## src/rtl/lsu_mem_ctrl.sv

```systemverilog
// Load/store controller in front of data_mem. It accepts byte-addressed RISC-V
// loads and stores, splits accesses that cross a word boundary into two word
// accesses, and returns a one-cycle response pulse.
module lsu_mem_ctrl #(
  parameter int unsigned WORD_AW  = 5,
  parameter bit          SPLIT_EN = 1'b1
) (
  input  logic                 clk,
  input  logic                 rst,
  input  logic                 req_valid,
  output logic                 req_ready,
  input  logic                 req_we,
  input  logic [2:0]           req_funct3,
  input  logic [WORD_AW+1:0]   req_addr,
  input  logic [31:0]          req_wdata,
  output logic                 resp_valid,
  output logic [31:0]          resp_data,
  output logic                 resp_err,
  output logic                 mem_wren,
  output logic                 mem_is_load,
  output logic [3:0]           mem_mask,
  output logic [WORD_AW-1:0]   mem_r_addr,
  output logic [WORD_AW-1:0]   mem_w_addr,
  output logic [31:0]          mem_w_data,
  input  logic [31:0]          mem_r_data
);

  typedef enum logic [1:0] {StIdle, StMem0, StMem1, StCap} state_e;

  state_e              state_q, state_d;
  logic                we_q;
  logic [2:0]          f3_q;
  logic [WORD_AW+1:0]  addr_q;
  logic [31:0]         wdata_q;
  logic                err_q;
  logic                split_q;
  logic [31:0]         lo_q;
  logic                resp_valid_q;
  logic                resp_err_q;
  logic [31:0]         resp_data_q;

  function automatic logic f3_legal(input logic we, input logic [2:0] f3);
    if (we) return f3 inside {3'b000, 3'b001, 3'b010};
    return f3 inside {3'b000, 3'b001, 3'b010, 3'b100, 3'b101};
  endfunction

  // True when the access runs past byte 3 of its first word.
  function automatic logic is_split(input logic [2:0] f3, input logic [1:0] off);
    logic [2:0] n;
    logic [3:0] end_b;
    unique case (f3[1:0])
      2'b00:   n = 3'd1;
      2'b01:   n = 3'd2;
      default: n = 3'd4;
    endcase
    end_b = {2'b00, off} + {1'b0, n};
    return end_b > 4'd4;
  endfunction

  logic                req_err;
  logic                req_split;
  logic [WORD_AW-1:0]  w0, w1;
  logic [1:0]          off;
  logic [3:0]          base_mask;
  logic [7:0]          mask8;
  logic [63:0]         wdata64;
  logic [31:0]         ld_lo, ld_hi, ld_word, ld_result;

  assign req_split = is_split(req_funct3, req_addr[1:0]);
  assign req_err   = !f3_legal(req_we, req_funct3) || (req_split && !SPLIT_EN);

  assign off = addr_q[1:0];
  assign w0  = addr_q[WORD_AW+1:2];
  assign w1  = w0 + WORD_AW'(1);  // wraps from the top word to word 0

  // Byte mask and lane-shifted store data spanning both words.
  always_comb begin
    unique case (f3_q[1:0])
      2'b00:   base_mask = 4'b0001;
      2'b01:   base_mask = 4'b0011;
      default: base_mask = 4'b1111;
    endcase
    mask8   = {4'b0000, base_mask} << off;
    wdata64 = {32'h0, wdata_q} << {off, 3'b000};
  end

  // Load data: word0 comes from lo_q on split accesses, word1 arrives in CAP.
  always_comb begin
    ld_lo   = split_q ? lo_q : mem_r_data;
    ld_hi   = split_q ? mem_r_data : 32'h0;
    ld_word = 32'({ld_hi, ld_lo} >> {off, 3'b000});
    unique case (f3_q)
      3'b000:  ld_result = {{24{ld_word[7]}}, ld_word[7:0]};
      3'b001:  ld_result = {{16{ld_word[15]}}, ld_word[15:0]};
      3'b100:  ld_result = {24'h0, ld_word[7:0]};
      3'b101:  ld_result = {16'h0, ld_word[15:0]};
      default: ld_result = ld_word;
    endcase
  end

  // State register.
  always_ff @(posedge clk or posedge rst) begin
    if (rst) state_q <= StIdle;
    else     state_q <= state_d;
  end

  // Next state and data_mem drive; mem_* are 0 outside MEM0/MEM1.
  always_comb begin
    state_d     = state_q;
    mem_wren    = 1'b0;
    mem_is_load = 1'b0;
    mem_mask    = 4'b0000;
    mem_r_addr  = '0;
    mem_w_addr  = '0;
    mem_w_data  = 32'h0;
    unique case (state_q)
      StIdle: begin
        if (req_valid) state_d = req_err ? StCap : StMem0;
      end
      StMem0: begin
        if (we_q) begin
          mem_wren   = 1'b1;
          mem_w_addr = w0;
          mem_mask   = mask8[3:0];
          mem_w_data = wdata64[31:0];
        end else begin
          mem_is_load = 1'b1;
          mem_r_addr  = w0;
        end
        state_d = split_q ? StMem1 : StCap;
      end
      StMem1: begin
        if (we_q) begin
          mem_wren   = 1'b1;
          mem_w_addr = w1;
          mem_mask   = mask8[7:4];
          mem_w_data = wdata64[63:32];
        end else begin
          mem_is_load = 1'b1;
          mem_r_addr  = w1;
        end
        state_d = StCap;
      end
      StCap: state_d = StIdle;
      default: state_d = StIdle;
    endcase
  end

  // Request latch, word0 capture and registered response.
  always_ff @(posedge clk or posedge rst) begin
    if (rst) begin
      we_q         <= 1'b0;
      f3_q         <= 3'b000;
      addr_q       <= '0;
      wdata_q      <= 32'h0;
      err_q        <= 1'b0;
      split_q      <= 1'b0;
      lo_q         <= 32'h0;
      resp_valid_q <= 1'b0;
      resp_err_q   <= 1'b0;
      resp_data_q  <= 32'h0;
    end else begin
      resp_valid_q <= 1'b0;
      resp_err_q   <= 1'b0;
      resp_data_q  <= 32'h0;
      if (state_q == StIdle && req_valid) begin
        we_q    <= req_we;
        f3_q    <= req_funct3;
        addr_q  <= req_addr;
        wdata_q <= req_wdata;
        err_q   <= req_err;
        split_q <= req_split;
      end
      if (state_q == StMem1) lo_q <= mem_r_data;
      if (state_q == StCap) begin
        resp_valid_q <= 1'b1;
        resp_err_q   <= err_q;
        resp_data_q  <= (err_q || we_q) ? 32'h0 : ld_result;
      end
    end
  end

  assign req_ready  = (state_q == StIdle);
  assign resp_valid = resp_valid_q;
  assign resp_err   = resp_err_q;
  assign resp_data  = resp_data_q;

endmodule

```

## config.mk

```make
export PLATFORM = sky130hd
export DESIGN_NAME = lsu_mem_ctrl
export DESIGN_NICKNAME = d
export VERILOG_FILES = /design/src/rtl/lsu_mem_ctrl.sv
export SDC_FILE = /design/constraint.sdc
export NUM_CORES = 1
export LEC_CHECK = 0
export CAP_MARGIN = 15
export CORE_UTILIZATION = 35
export DETAILED_ROUTE_END_ITERATION = 6
export DONT_BUFFER_PORTS = 1
export PLACE_DENSITY = 0.58
export RECOVER_POWER = 25
export SYNTH_ARGS = -nofsm -noshare
export SYNTH_HDL_FRONTEND = slang
export SYNTH_SLANG_ARGS = --single-unit
```

## constraint.sdc

```tcl
create_clock -name clk -period 7.3 [get_ports clk]
set_input_delay 0.73 -clock clk [delete_from_list [all_inputs] [get_ports clk]]
set_output_delay 0.73 -clock clk [all_outputs]
set_load 0.02 [all_outputs]
```

After elaboration in Yosys (flattened, before gate mapping):

Cells that the tools add are included.

* register bits after elaboration: 113
* bits in latches: 0
* memory bits (writable): 0
* memory bits (read-only): 0
* bits of input ports: 78
* output and inout bits: 83
* word-level logic and storage cells: 73
* memories kept: 0

* $add $sub $neg: 2
* multiply operators: 0
* divide/modulo/power cells: 0
* magnitude comparators: 1
* eq/ne operators: 13
* shift operators: 3
* muxes and demuxes: 32
* bitwise gates (word level): 0
* reduce and logical (&&, ||, !) cells: 11

Operators with widths (count)
* two-way mux 32 bit: 6
* one-hot mux 32 bit (4 select lines): 1
* one-hot mux 32 bit (2 select lines): 1
* << shifter 32 x 5 -> 64 bit: 1
* >> shifter 64 x 5 -> 32 bit: 1
* two-way mux 5 bit: 4
* one-hot mux 5 bit (2 select lines): 2
* one-hot mux 4 bit (2 select lines): 2
* equality test 3 bit, second input constant: 4
* two-way mux 1 bit: 10
* two-way mux 4 bit: 2
* one-hot mux 2 bit (4 select lines): 1
* << shifter 4 x 2 -> 8 bit: 1
* equality test 2 x 1 -> 1 bit, second input constant: 3
* equality test 3 x 1 -> 1 bit, second input constant: 2
* zero test 2 bit: 3
* zero test 3 bit: 2
* one-hot mux 3 bit (2 select lines): 1
* adder 5 x 1 -> 5 bit, second input constant: 1
* nonzero test 5 bit: 1
* adder 2 x 3 -> 4 bit: 1
* equality test 2 bit, second input constant: 2
* greater-than comparator 4 x 3 -> 1 bit, second input constant: 1
* two-way mux 2 bit: 2
* 7 further kinds: 7

Longest topological paths before layout:

* word-level depth: 7
* mapped depth: 8
* gate-level depth less buffers: 7

Worst setup path before layout:

OpenSTA, ideal clock, no wires.

* kind: flip-flop to output port
* from: reg addr_q[0]
* to: out mem_w_data[26]
* data arrival time: 2.111 ns
* data required time: 6.570 ns
* setup slack: 4.459 ns
* cell stages (with the launch flop): 7
* path buffers: 4
* path through: dfrtp_1 clkbuf_1 buf_2 buf_1 buf_1 nor2_1 a211oi_1

* cells in the longest elaborated chain, start to end: 3
* elaborated cells between the ends (all ways): 4
* those cells by class: shift (1); mux (3)

RTL lines
* start, declared: RTL line 33 `logic [WORD_AW+1:0] addr_q;`
* start signal, assigned: RTL line 169 `addr_q <= req_addr;`
* << shifter 32 x 5 -> 64 bit (*): RTL line 84 `wdata64 = {32'h0, wdata_q} << {off, 3'b000};`
* two-way mux 32 bit, on equally long branches: RTL line 133, 121
* one-hot mux 32 bit (2 select lines) (*): RTL line 116 `unique case (state_q)`
* end, declared: RTL line 24 `output logic [31:0] mem_w_data,`

Every way passes the cells marked *; elsewhere a longest branch is shown, timed or not.

Final worst setup path:

* from: reg state_q[1]
* to: out mem_w_data[15]

* cells in the longest elaborated chain, start to end: 2
* elaborated cells between the ends (all ways): 3
* those cells by class: eq/ne (2); mux (1)

RTL lines
* start, declared: RTL line 30 `state_e state_q, state_d;`
* start signal, assigned: RTL line 103 `if (rst) state_q <= StIdle;`
* start signal, assigned: RTL line 104 `else state_q <= state_d;`
* equality test 2 bit / equality test 2 x 1 -> 1 bit (equally long branches): RTL line 116
* one-hot mux 32 bit (2 select lines) (*): RTL line 116

Marks and branches as above.

==> impl_metrics.csv <==
group,metric,value,unit
critical_path,setup.worst_path.class,"flip-flop to primary output",
drt,vias_per_cell,5.936,
die,rows,51,
flow_run,max-cap-violations,1,
finish,nets,706,
sta,skew,7.090,ps
cts,cts_buffers,17,
placement,io_buffers,0,
yosys,yosys.cell_count.top_type,"dfrtp_1",
drt,ant_nets,0,
yosys,synth_ff_type,"dfrtp_1",
sta,worst_slew_pin_slew,2140,ps
critical_path,arrival,3170,ps
grt,grt_max_degree,68,
finish,drive_gt1_share,17.22,%
finish,layoutNonFillerInstCount,902,
yosys,yosysWarnings,0,
critical_path,crit_path_end_kind,"primary output",
power_and_ir_drop,switching_share,43.25,%
placement,gp_congestion,0.9546,
cts,clk_path_buf_depth,2,
power_and_ir_drop,clockPowerShare,21.2,%
power_and_ir_drop,power_leakage,3.233,nW
sta,hold_viol,0,
grt,grt_overflow_total,0,
power_and_ir_drop,ir_worst_vdd,259.4,uV
cts,root_buffer,"clkbuf_16",
yosys,yosysTopAreaCell,"dfrtp_1",
drt,routed_wl,20.13,mm
yosys,ys_types,46,
die,start_util,35.68,%
sta,grt_setup_unrepaired,"false",
yosys,seq_area_frac_synth,40.85,%
yosys,syn_area_per_cell,10.67,um2
yosys,postSynthCellCount,649,
cts,ctsResizeCount,0,
yosys,ys_seq_elements,113,
critical_path,start_kind,"flip-flop",
die,fp.dieArea,0.02034,mm2
drt,vias,5354,
cts,cts_setup_buffers,0,
sta,setup_tns,0,ps
power_and_ir_drop,powerDensity,516.2,mW/mm2
finish,fillers,1898,
cts,cts_tree,"yes",
sta,final_max_slew_viol_count,48,
drt,drc,0,
power_and_ir_drop,pwr-share-seq,31.4,%
drt,drtIter0Drc,314,
cts,clock-sinks,113,
power_and_ir_drop,power_frac_comb,47.4,%
power_and_ir_drop,intPower,0.002259,W
power_and_ir_drop,switchingPower,0.001722,W
grt,antenna_found_initial,5,
sta,setup_viol,0,
yosys,synth_edf_count,0,
outcome,violations,"capacitance limit, slew limit",
critical_path,critPathMaxFanout,25,
die,die_h,142.6,um
sta,relSlewSlack,-43.46,%
die,die_w,142.6,um
yosys,syn-num-nets,735,
grt,grt_pass1_vias,5560,
die,io_pins,161,
yosys,synth_top_area_share,40.85,%
cts,path_clk_slew,60,ps
critical_path,critical_path_required,6570,ps
min_path,hold_class,"primary input to flip-flop",
placement,dp.cells,865,
grt,grt_usage,20.60,%
drt,drt_first_pass_iters,5,
cts,htreeDepth,4,
placement,post-dp-hpwl,13.78,mm
drt,detail_route.wl_per_cell,22.31,um
sta,period_needed,3901,ps
yosys,async_flop_share,100.0,%
yosys,synth_area,0.006922,mm2
die,core_area,0.01940,mm2
outcome,status,"finished, violations left",
yosys,synth_commonest_cells,"113 x dfrtp_1, 77 x mux2_1, 51 x mux2i_1",
finish,areaGrowthSynthToFinish,11.41,%
sta,finalCritPeriodShare,53.44,%
yosys,synth_area_leaders,"dfrtp_1 41%, mux2_1 13%, mux2i_1 7.4%, mux2_2 6.8%, a21oi_1 2.4%",
grt,grt_pass1_wl,31.64,mm
cts,cts_hold_buf,0,
cts,insertion_delay,420,ps
sta,fmaxAchievable,0.2564,GHz
## cell type report
cell class	instances	area, um2	area share [%]
Antenna cell	4	10.01	0.1298
Clock buffer	22	464.2	6.020
Clock inverter	10	133.9	1.736
Inverter	9	35.03	0.4543
Multi-Input combinational cell	471	3830	49.67
Sequential cell	113	2834	36.75
Tap cell	265	331.6	4.300
Timing Repair Buffer	8	72.57	0.9411
## logic make-up after synthesis
logic type,count (synthesis),synth area share (%)
buffers and inverters,65,3.886
flip-flops,113,40.85
AND/OR/NAND/NOR,122,8.767
XOR/XNOR,1,0.1266
multiplexers,173,27.71
AO/OA/AOI/OAI,167,17.10
adder cells (fa/ha/maj),8,1.555
## layer usage
layer  share of wire [%]  GRT usage, %  up-vias
li1                    -             -     2360
met1                  39         24.31     2666
met2                  48         34.03      289
met3                  10         8.484       39
met4                 2.1         6.282        0
met5                   0             0        -
## worst max-delay path, stage by stage, from the launching register on
cell and delay [ps]:
dfrtp_1 410, inv_1 120, ha_1 830, nand3_1 530
o31ai_1 850
## through the flow
| stage | cell area, um2 | setup WS [ps] | util (%) | total power (W) | hold slack [ps] |
|---|---|---|---|---|---|
| floorplan | 6922 | 3583 | - | 0.002695 | 457.9 |
| global placement | 7084 | 3855 | 36.52 | 0.003065 | 468.6 |
| detailed placement | 7084 | 3819 | 36.52 | 0.003125 | 476.9 |
| CTS | 7682 | 3367 | 39.60 | 0.003986 | 277.6 |
| global route | 7706 | 3180 | 39.73 | 0.004238 | 420.0 |
| finish | 7711 | 3399 | 39.75 | 0.003981 | 436.1 |
## power by group through the flow
stage | registers [W] | clock network (W) | logic, W
5_1_grt | 0.00130 | 0.000892 | 0.00205
2_1_floorplan | 0.00109 | 0 | 0.00160
4_1_cts | 0.00124 | 0.000861 | 0.00188
3_3_place_gp | 0.00124 | 0 | 0.00183
6_report | 0.00125 | 0.000843 | 0.00189
3_5_place_dp | 0.00125 | 0 | 0.00187
## worst paths after layout
check,startpoint,to,slack (ps),cells after the start
hold reg to reg,lo_q[8],lo_q[8],490,1
max in group asynchronous,rst,lo_q[1],4890,2
setup reg to reg,split_q,resp_data[25],4140,5
hold / removal,req_addr[3],addr_q[3],440,1
setup / recovery,state_q[1],mem_w_data[15],3400,4
min in group asynchronous,rst,wdata_q[10],750,1
## state kept, by name, indices dropped and copies added (netlist names)
| register | cells |
|---|---|
| lo_q | 32 |
| resp_data | 32 |
| wdata_q | 32 |
| addr_q | 7 |
| f3_q | 3 |
| state_q | 2 |
| err_q | 1 |
| resp_err | 1 |
| resp_valid | 1 |
| split_q | 1 |
| we_q | 1 |
## cells in the final DEF (no fill, tap or decap), drive strengths merged, types with 8 or more instances in the layout
cell	n
dfrtp	113
a21oi	33
nand2	34
clkbuf	22
a22o	8
mux2i	51
and3	9
nand3	13
nor2b	18
a211oi	21
a21o	8
buf	8
a31oi	24
o21ai	25
inv	8
mux2	119
and2	11
a22oi	17
o21a	14
nor2	28
No activity file was read; power rests on OpenSTA's default activity.
